### src/rtl/systolic_drain_if.sv
// Readout, drain-request and result-stream signals between the drain engine,
// the systolic array and the downstream consumer.
interface systolic_drain_if #(
  parameter int size  = 4,
  parameter int nbits = 16
);
  localparam int SW = $clog2(size);

  logic             start_val;
  logic             start_rdy;
  logic             start_col_major;
  logic [SW-1:0]    out_rsel;
  logic [SW-1:0]    out_csel;
  logic [nbits-1:0] b_s_in;
  logic [nbits-1:0] send_msg;
  logic             send_val;
  logic             send_rdy;
  logic             send_last;
  logic             busy;

  modport master (
    input  start_val, start_col_major, b_s_in, send_rdy,
    output start_rdy, out_rsel, out_csel, send_msg, send_val, send_last, busy
  );

  modport slave (
    output start_val, start_col_major, b_s_in, send_rdy,
    input  start_rdy, out_rsel, out_csel, send_msg, send_val, send_last, busy
  );
endinterface

### src/rtl/systolic_drain.sv
// Sweeps every PE address of the systolic array, samples each partial sum and
// streams it out over a val/rdy interface in row- or column-major order.
module systolic_drain #(
  parameter int size  = 4,
  parameter int nbits = 16
) (
  input logic              clk,
  input logic              rst,
  systolic_drain_if.master bus
);
  localparam int SW = $clog2(size);
  localparam logic [SW-1:0] MAX_IDX = SW'(size - 1);

  typedef enum logic [1:0] {IDLE, SEL, SEND} state_t;

  state_t           state_q, state_d;
  logic [SW-1:0]    r_q, r_d;
  logic [SW-1:0]    c_q, c_d;
  logic             order_q, order_d;
  logic [nbits-1:0] msg_q, msg_d;
  logic             last_w;

  assign last_w = (r_q == MAX_IDX) && (c_q == MAX_IDX);

  always_ff @(posedge clk) begin
    if (rst) begin
      state_q <= IDLE;
      r_q     <= '0;
      c_q     <= '0;
      order_q <= 1'b0;
      msg_q   <= '0;
    end else begin
      state_q <= state_d;
      r_q     <= r_d;
      c_q     <= c_d;
      order_q <= order_d;
      msg_q   <= msg_d;
    end
  end

  always_comb begin
    state_d       = state_q;
    r_d           = r_q;
    c_d           = c_q;
    order_d       = order_q;
    msg_d         = msg_q;
    bus.start_rdy = 1'b0;
    bus.busy      = 1'b1;
    bus.send_val  = 1'b0;
    bus.send_last = 1'b0;
    bus.send_msg  = msg_q;
    bus.out_rsel  = r_q;
    bus.out_csel  = c_q;

    unique case (state_q)
      IDLE: begin
        bus.start_rdy = 1'b1;
        bus.busy      = 1'b0;
        bus.out_rsel  = '0;
        bus.out_csel  = '0;
        if (bus.start_val) begin
          order_d = bus.start_col_major;
          r_d     = '0;
          c_d     = '0;
          state_d = SEL;
        end
      end
      SEL: begin
        msg_d   = bus.b_s_in;
        state_d = SEND;
      end
      SEND: begin
        bus.send_val  = 1'b1;
        bus.send_last = last_w;
        if (bus.send_rdy) begin
          if (last_w) begin
            r_d     = '0;
            c_d     = '0;
            state_d = IDLE;
          end else begin
            // Explicit compare keeps wrap correct for non-power-of-two sizes.
            if (!order_q) begin
              if (c_q == MAX_IDX) begin
                c_d = '0;
                r_d = r_q + SW'(1);
              end else begin
                c_d = c_q + SW'(1);
              end
            end else begin
              if (r_q == MAX_IDX) begin
                r_d = '0;
                c_d = c_q + SW'(1);
              end else begin
                r_d = r_q + SW'(1);
              end
            end
            state_d = SEL;
          end
        end
      end
      default: state_d = IDLE;
    endcase
  end
endmodule

### src/flat_wrapper.sv
// flat-port wrapper written by rule: the top's interface ports become plain ports
module systolic_drain_flat 
#(
  parameter int size  = 4,
  parameter int nbits = 16
)
  (clk, rst, bus_start_val, bus_start_col_major, bus_b_s_in, bus_send_rdy, bus_start_rdy, bus_out_rsel, bus_out_csel, bus_send_msg, bus_send_val, bus_send_last, bus_busy);
  systolic_drain_if #(.size(size), .nbits(nbits)) bus_i ();
  input logic clk;
  input logic rst;
  input wire logic [$bits(bus_i.start_val)-1:0] bus_start_val;
  input wire logic [$bits(bus_i.start_col_major)-1:0] bus_start_col_major;
  input wire logic [$bits(bus_i.b_s_in)-1:0] bus_b_s_in;
  input wire logic [$bits(bus_i.send_rdy)-1:0] bus_send_rdy;
  output wire logic [$bits(bus_i.start_rdy)-1:0] bus_start_rdy;
  output wire logic [$bits(bus_i.out_rsel)-1:0] bus_out_rsel;
  output wire logic [$bits(bus_i.out_csel)-1:0] bus_out_csel;
  output wire logic [$bits(bus_i.send_msg)-1:0] bus_send_msg;
  output wire logic [$bits(bus_i.send_val)-1:0] bus_send_val;
  output wire logic [$bits(bus_i.send_last)-1:0] bus_send_last;
  output wire logic [$bits(bus_i.busy)-1:0] bus_busy;
  assign bus_i.start_val = bus_start_val;
  assign bus_i.start_col_major = bus_start_col_major;
  assign bus_i.b_s_in = bus_b_s_in;
  assign bus_i.send_rdy = bus_send_rdy;
  assign bus_start_rdy = bus_i.start_rdy;
  assign bus_out_rsel = bus_i.out_rsel;
  assign bus_out_csel = bus_i.out_csel;
  assign bus_send_msg = bus_i.send_msg;
  assign bus_send_val = bus_i.send_val;
  assign bus_send_last = bus_i.send_last;
  assign bus_busy = bus_i.busy;
  systolic_drain #(.size(size), .nbits(nbits)) u_core (.clk(clk), .rst(rst), .bus(bus_i));
endmodule
### config.mk
export PLATFORM = sky130hd
export DESIGN_NAME = systolic_drain_flat
export DESIGN_NICKNAME = d
export VERILOG_FILES = /design/src/rtl/systolic_drain_if.sv /design/src/rtl/systolic_drain.sv /design/src/flat_wrapper.sv
export SDC_FILE = /design/constraint.sdc
export NUM_CORES = 1
export LEC_CHECK = 0
export ABC_CLOCK_PERIOD_IN_PS = 2750
export BUFFER_PORTS_ARGS = -buffer_cell sky130_fd_sc_hd__clkbuf_2
export CORE_UTILIZATION = 50
export DETAILED_ROUTE_END_ITERATION = 7
export PLACE_DENSITY = 0.8
export RECOVER_POWER = 25
export SYNTH_ARGS = -nofsm -noshare
export SYNTH_HDL_FRONTEND = slang
export SYNTH_SLANG_ARGS = --single-unit
### constraint.sdc
create_clock -name clk -period 2.75 [get_ports clk]
set_input_delay 0.275 -clock clk [delete_from_list [all_inputs] [get_ports clk]]
set_output_delay 0.275 -clock clk [all_outputs]
set_load 0.005 [all_outputs]
---- Word-level counts from Yosys, hierarchy flattened ----
Index checks and enable logic that the tools add are counted.
storage, ports and cells
  output and inout port bits .............. 24
  logic and storage cells ................. 45
  bits in registers ....................... 23
  input port bits ......................... 21
cells by class
  multiplexer cells ....................... 23
  add/subtract/negate cells ............... 2
  eq/ne operators ......................... 8
  reduce and logical (&&, ||, !) cells .... 7
operator list
  operator                                                number
  two-way mux 2 bit                                       15
  case mux 2 bit (2 select lines)                         2
  AND reduction 4 bit                                     2
  == test 2 bit (second input constant)                   3
  case mux 2 bit (3 select lines)                         1
  two-way mux 1 bit                                       5
  adder 2 x 1 -> 2 bit (second input constant)            2
  inequality test 2 bit (second input constant)           2
  inequality test 4 x 1 -> 1 bit (second input constant)  1
  inequality test 4 bit (second input constant)           1
  AND reduction 2 bit                                     2
  == test 2 x 1 -> 1 bit (second input constant)          1
  logical NOT 2 bit                                       1
  nonzero test 2 bit                                      1
  logical AND 1 bit                                       1

---- Depth between registers and ports, before layout ----
  depth in word-level cells ............... 6
  mapped depth ............................ 6
  depth with buffers taken out ............ 4

---- Worst setup path after synthesis ----
No wires, ideal clock.
  path type ............................... reg-to-reg
  from .................................... register u_core.r_q[0]
  to ...................................... register u_core.c_q[0]
  data arrival time ....................... 1.153 ns
  required time ........................... 2.676 ns
  cell stages (with the launch flop) ...... 5
  period minus slack after synthesis ...... 1.227 ns
  slack ................................... 1.523 ns
  path buffers ............................ 0
  setup time .............................. 0.074 ns
  cells stage by stage .................... dfxtp_1 ha_1 nand2b_4 a311o_1 a31oi_1
on the way
  longest elaborated chain between the ends .. 5
  elaborated cells on any way between the ends .. 7
  those cells by class .................... 2 x eq/ne; 3 x mux; 2 x reduce/logical
ends and longest elaborated chain
  what                             line                                        RTL
  from (decl)                      systolic_drain.sv:17                        logic [SW-1:0] r_q, r_d;
  from (signal assigned)           systolic_drain.sv:34                        r_q <= r_d;
  == test 2 bit (*)                systolic_drain.sv:23, systolic_drain.sv:90
  logical AND 1 bit                systolic_drain.sv:23                        assign last_w = (r_q == MAX_IDX) && (c_q == MAX_IDX);
  two-way mux 2 bit                systolic_drain.sv:76                        if (last_w) begin
  two-way mux 2 bit                systolic_drain.sv:75                        if (bus.send_rdy) begin
  case mux 2 bit (2 select lines)  systolic_drain.sv:55                        unique case (state_q)
  to (signal assigned)             systolic_drain.sv:29                        c_q <= '0;
  to (signal assigned)             systolic_drain.sv:35                        c_q <= c_d;
  to (decl)                        systolic_drain.sv:18                        logic [SW-1:0] c_q, c_d;
Mark *: on every way between the ends. The rest lies on a longest branch, timed or not. The select of a mux whose other input is x is not followed.
A chain may end at the register's enable or synchronous reset.

---- Final worst setup path ----
  from .................................... register u_core.state_q[1]
  to ...................................... output bus_send_last
on the way
  longest elaborated chain between the ends .. 2
ends and longest elaborated chain
  what                    line                  RTL
  from (decl)             systolic_drain.sv:16  state_t state_q, state_d;
  from (signal assigned)  systolic_drain.sv:33  state_q <= state_d;
  == test 2 bit           systolic_drain.sv:55
  two-way mux 1 bit       systolic_drain.sv:55
  to (decl)               flat_wrapper.sv:20    output wire logic [$bits(bus_i.send_last)-1:0] bus_send_last;
Every way passes these cells.

==> flow_summary.json <==
{
  "drive_gt1_share_pct": 43.1,
  "antenna_found_initial": 0,
  "hold_buffers": 0,
  "wirelength_um": 2210,
  "status": "finished clean",
  "wl_per_cell_um": 11.8,
  "power.density_mw_per_mm2": 503,
  "avgSynthCellArea_um2": 9.13,
  "ff2ff_setup_slack_ns": 1.25,
  "synthXorXnorAreaFrac_pct": 0,
  "synth-adder-area-share_pct": 2.30,
  "initialDrtViolationCount": 4,
  "rsz0062_at_grt": "no",
  "drt-vias-per-instance": 5.14,
  "crit_path_max_fanout": 10,
  "cts-root-buf": "clkbuf_4",
  "leakage_nw": 0.566,
  "drtAntennaViolNets": 0,
  "synth_top_family_by_area": "simple AND/OR/NAND/NOR gates",
  "cap_violations": 0,
  "grt_max_degree": 25,
  "grt_pass1_wl_um": 3870,
  "cts_resized": 0,
  "layout_worst_path_cycle_share_pct": 60.6,
  "end_kind": "output pin",
  "finalHoldViolCount": 0,
  "syn_to_final_growth_pct": 18.9,
  "maxSlewHeadroom_pct": 57.9,
  "io_pins": 45,
  "cts_buffer_depth": 2,
  "num_vias": 962,
  "layout_commonest_cell": "clkbuf_2",
  "cts_buffers": 3,
  "required_ns": 2.48,
  "routabilityCongestion": 0.889,
  "synth_compound_area_share_pct": 20.7,
  "muxShareOfSynthArea_pct": 0,
  "antenna_cells": 0,
  "final_cell_mix": "clkbuf_2 (40), nand2_1 (25), dfxtp_1 (23)",
  "overflow": 0,
  "port-buffer-count": 44,
  "syn_inst": 119,
  "cts.sinks": 23,
  "ys_seq_elements": 23,
  "fin_skew_ns": 0.00963,
  "critPathKind": "reg2out",
  "fin_area_mm2": 0.00129,
  "dieHeight_um": 48.6,
  "finalCriticalPeriod_ns": 1.67,
  "synth-simple-area-share_pct": 27.0,
  "hpwl_um": 1610,
  "fin_nets": 184,
  "critPathArrivalTime_ns": 1.39,
  "syn_nets": 142,
  "first_global_vias": 885,
  "fin_setup_tns_ns": 0,
  "ir_drop_mv": 0.288,
  "hold_class": "in2reg",
  "first_pass_iters": 3,
  "clk_latency_ns": 0.31,
  "cts_max_level": 1,
  "post-route-drc-count": 0,
  "startpoint_type": "flip-flop",
  "drv_slew": 0,
  "fillerInstances": 184,
  "syn_area_mm2": 0.00109,
  "chipWidth_um": 48.6,
  "seq_area_frac_synth_pct": 42.4,
  "placed_area_mm2": 0.00127,
  "core_area_mm2": 0.00200,
  "grt.total_usage_pct": 20.7,
  "num_rows": 16,
  "post_cts_buffers": 0,
  "cts_tree": "yes",
  "ys_warn_count": 0,
  "clkTransAtPathRegs_ns": 0.13,
  "total_power_w": 0.000650,
  "fmax_ghz": 0.600,
  "start_util_pct": 54.3,
  "setup_viol": 0,
  "dieArea_mm2": 0.00236,
  "ys_types": 33,
  "tightest_slew_ns": 0.631
}
-- sequential cells by signal, indices dropped and copies added (netlist names) --
| signal | flops |
|---|---|
| u_core.bus.send_msg | 16 |
| u_core.c_q | 2 |
| u_core.order_q | 1 |
| u_core.r_q | 2 |
| u_core.state_q | 2 |
-- per-stage QoR --
stage          hold slack, ns  setup WS [ns]  instances  utilization [%]
2_1_floorplan           0.402           1.52        119                -
3_3_place_gp            0.442           1.34        183             63.4
3_5_place_dp            0.448           1.27        183             63.4
4_1_cts                 0.158           1.07        187             64.8
5_1_grt                 0.150          0.996        187             64.5
6_report                0.163           1.08        187             64.5
-- final timing paths --
path                                              from                endpoint  cells after the start
worst min register to register  u_core.bus.send_msg[0]  u_core.bus.send_msg[0]                      2
worst min-delay path                     bus_b_s_in[3]  u_core.bus.send_msg[3]                      3
worst max-delay path                 u_core.state_q[1]           bus_send_last                      3
worst max register to register       u_core.state_q[1]  u_core.bus.send_msg[5]                      3
-- logic make-up after synthesis --
group                    Yosys count
buffers and inverters             10
AND/OR/NAND/NOR                   54
AO/OA/AOI/OAI                     30
flip-flops                        23
adder cells (fa/ha/maj)            2
-- cells in the mapped netlist (all sizes together) --
cell | n | area (um2)
and2b | 1 | 7.51
and3 | 1 | 6.26
o211a | 1 | 10.0
a21o | 1 | 7.51
a311o | 2 | 21.3
nand3 | 1 | 5.00
nand2b | 5 | 38.8
a21oi | 18 | 128
a21bo | 1 | 10.0
dfxtp | 23 | 460
nor4b | 1 | 8.76
nor3 | 1 | 5.00
nand2 | 35 | 156
nor2 | 3 | 13.8
inv | 3 | 11.3
o21ai | 1 | 5.00
ha | 2 | 25.0
o221ai | 1 | 8.76
o31ai | 1 | 7.51
and4bb | 1 | 12.5
o2bb2ai | 1 | 8.76
buf | 7 | 71.3
nor2b | 5 | 38.8
a31oi | 3 | 18.8
-- per-layer routing --
layer / vias to the layer above / global-route usage [%] / share of wire, %
li1: 481 / - / -
met1: 453 / 25.2 / 46
met2: 26 / 35.9 / 49
met3: 2 / 3.46 / 4.5
met4: 0 / 8.82 / 0.68
met5: - / 0 / 0
-- cell type report --
type,instances,area [um2],share of cell area [%]
multi-input combinational,86,543,42.1
tap,27,33.8,2.62
clock buffer,3,22.5,1.74
inverter,3,11.3,0.872
sequential,23,460,35.7
timing repair buffer,44,215,16.7
clock inverter,1,5.00,0.388
-- report_power, final --
group          switching [W]  leakage, nW  internal, W
registers          0.0000202        0.187     0.000356
clock network       0.000102       0.0177    0.0000543
logic              0.0000631        0.360    0.0000533
-- worst max-delay path, cell delays in order (launching register included) --
cell	delay [ns]
dfxtp_1	0.56
and2b_1	0.24
and3_1	0.17
clkbuf_2	0.10
Power figures use the tool's default switching activity.
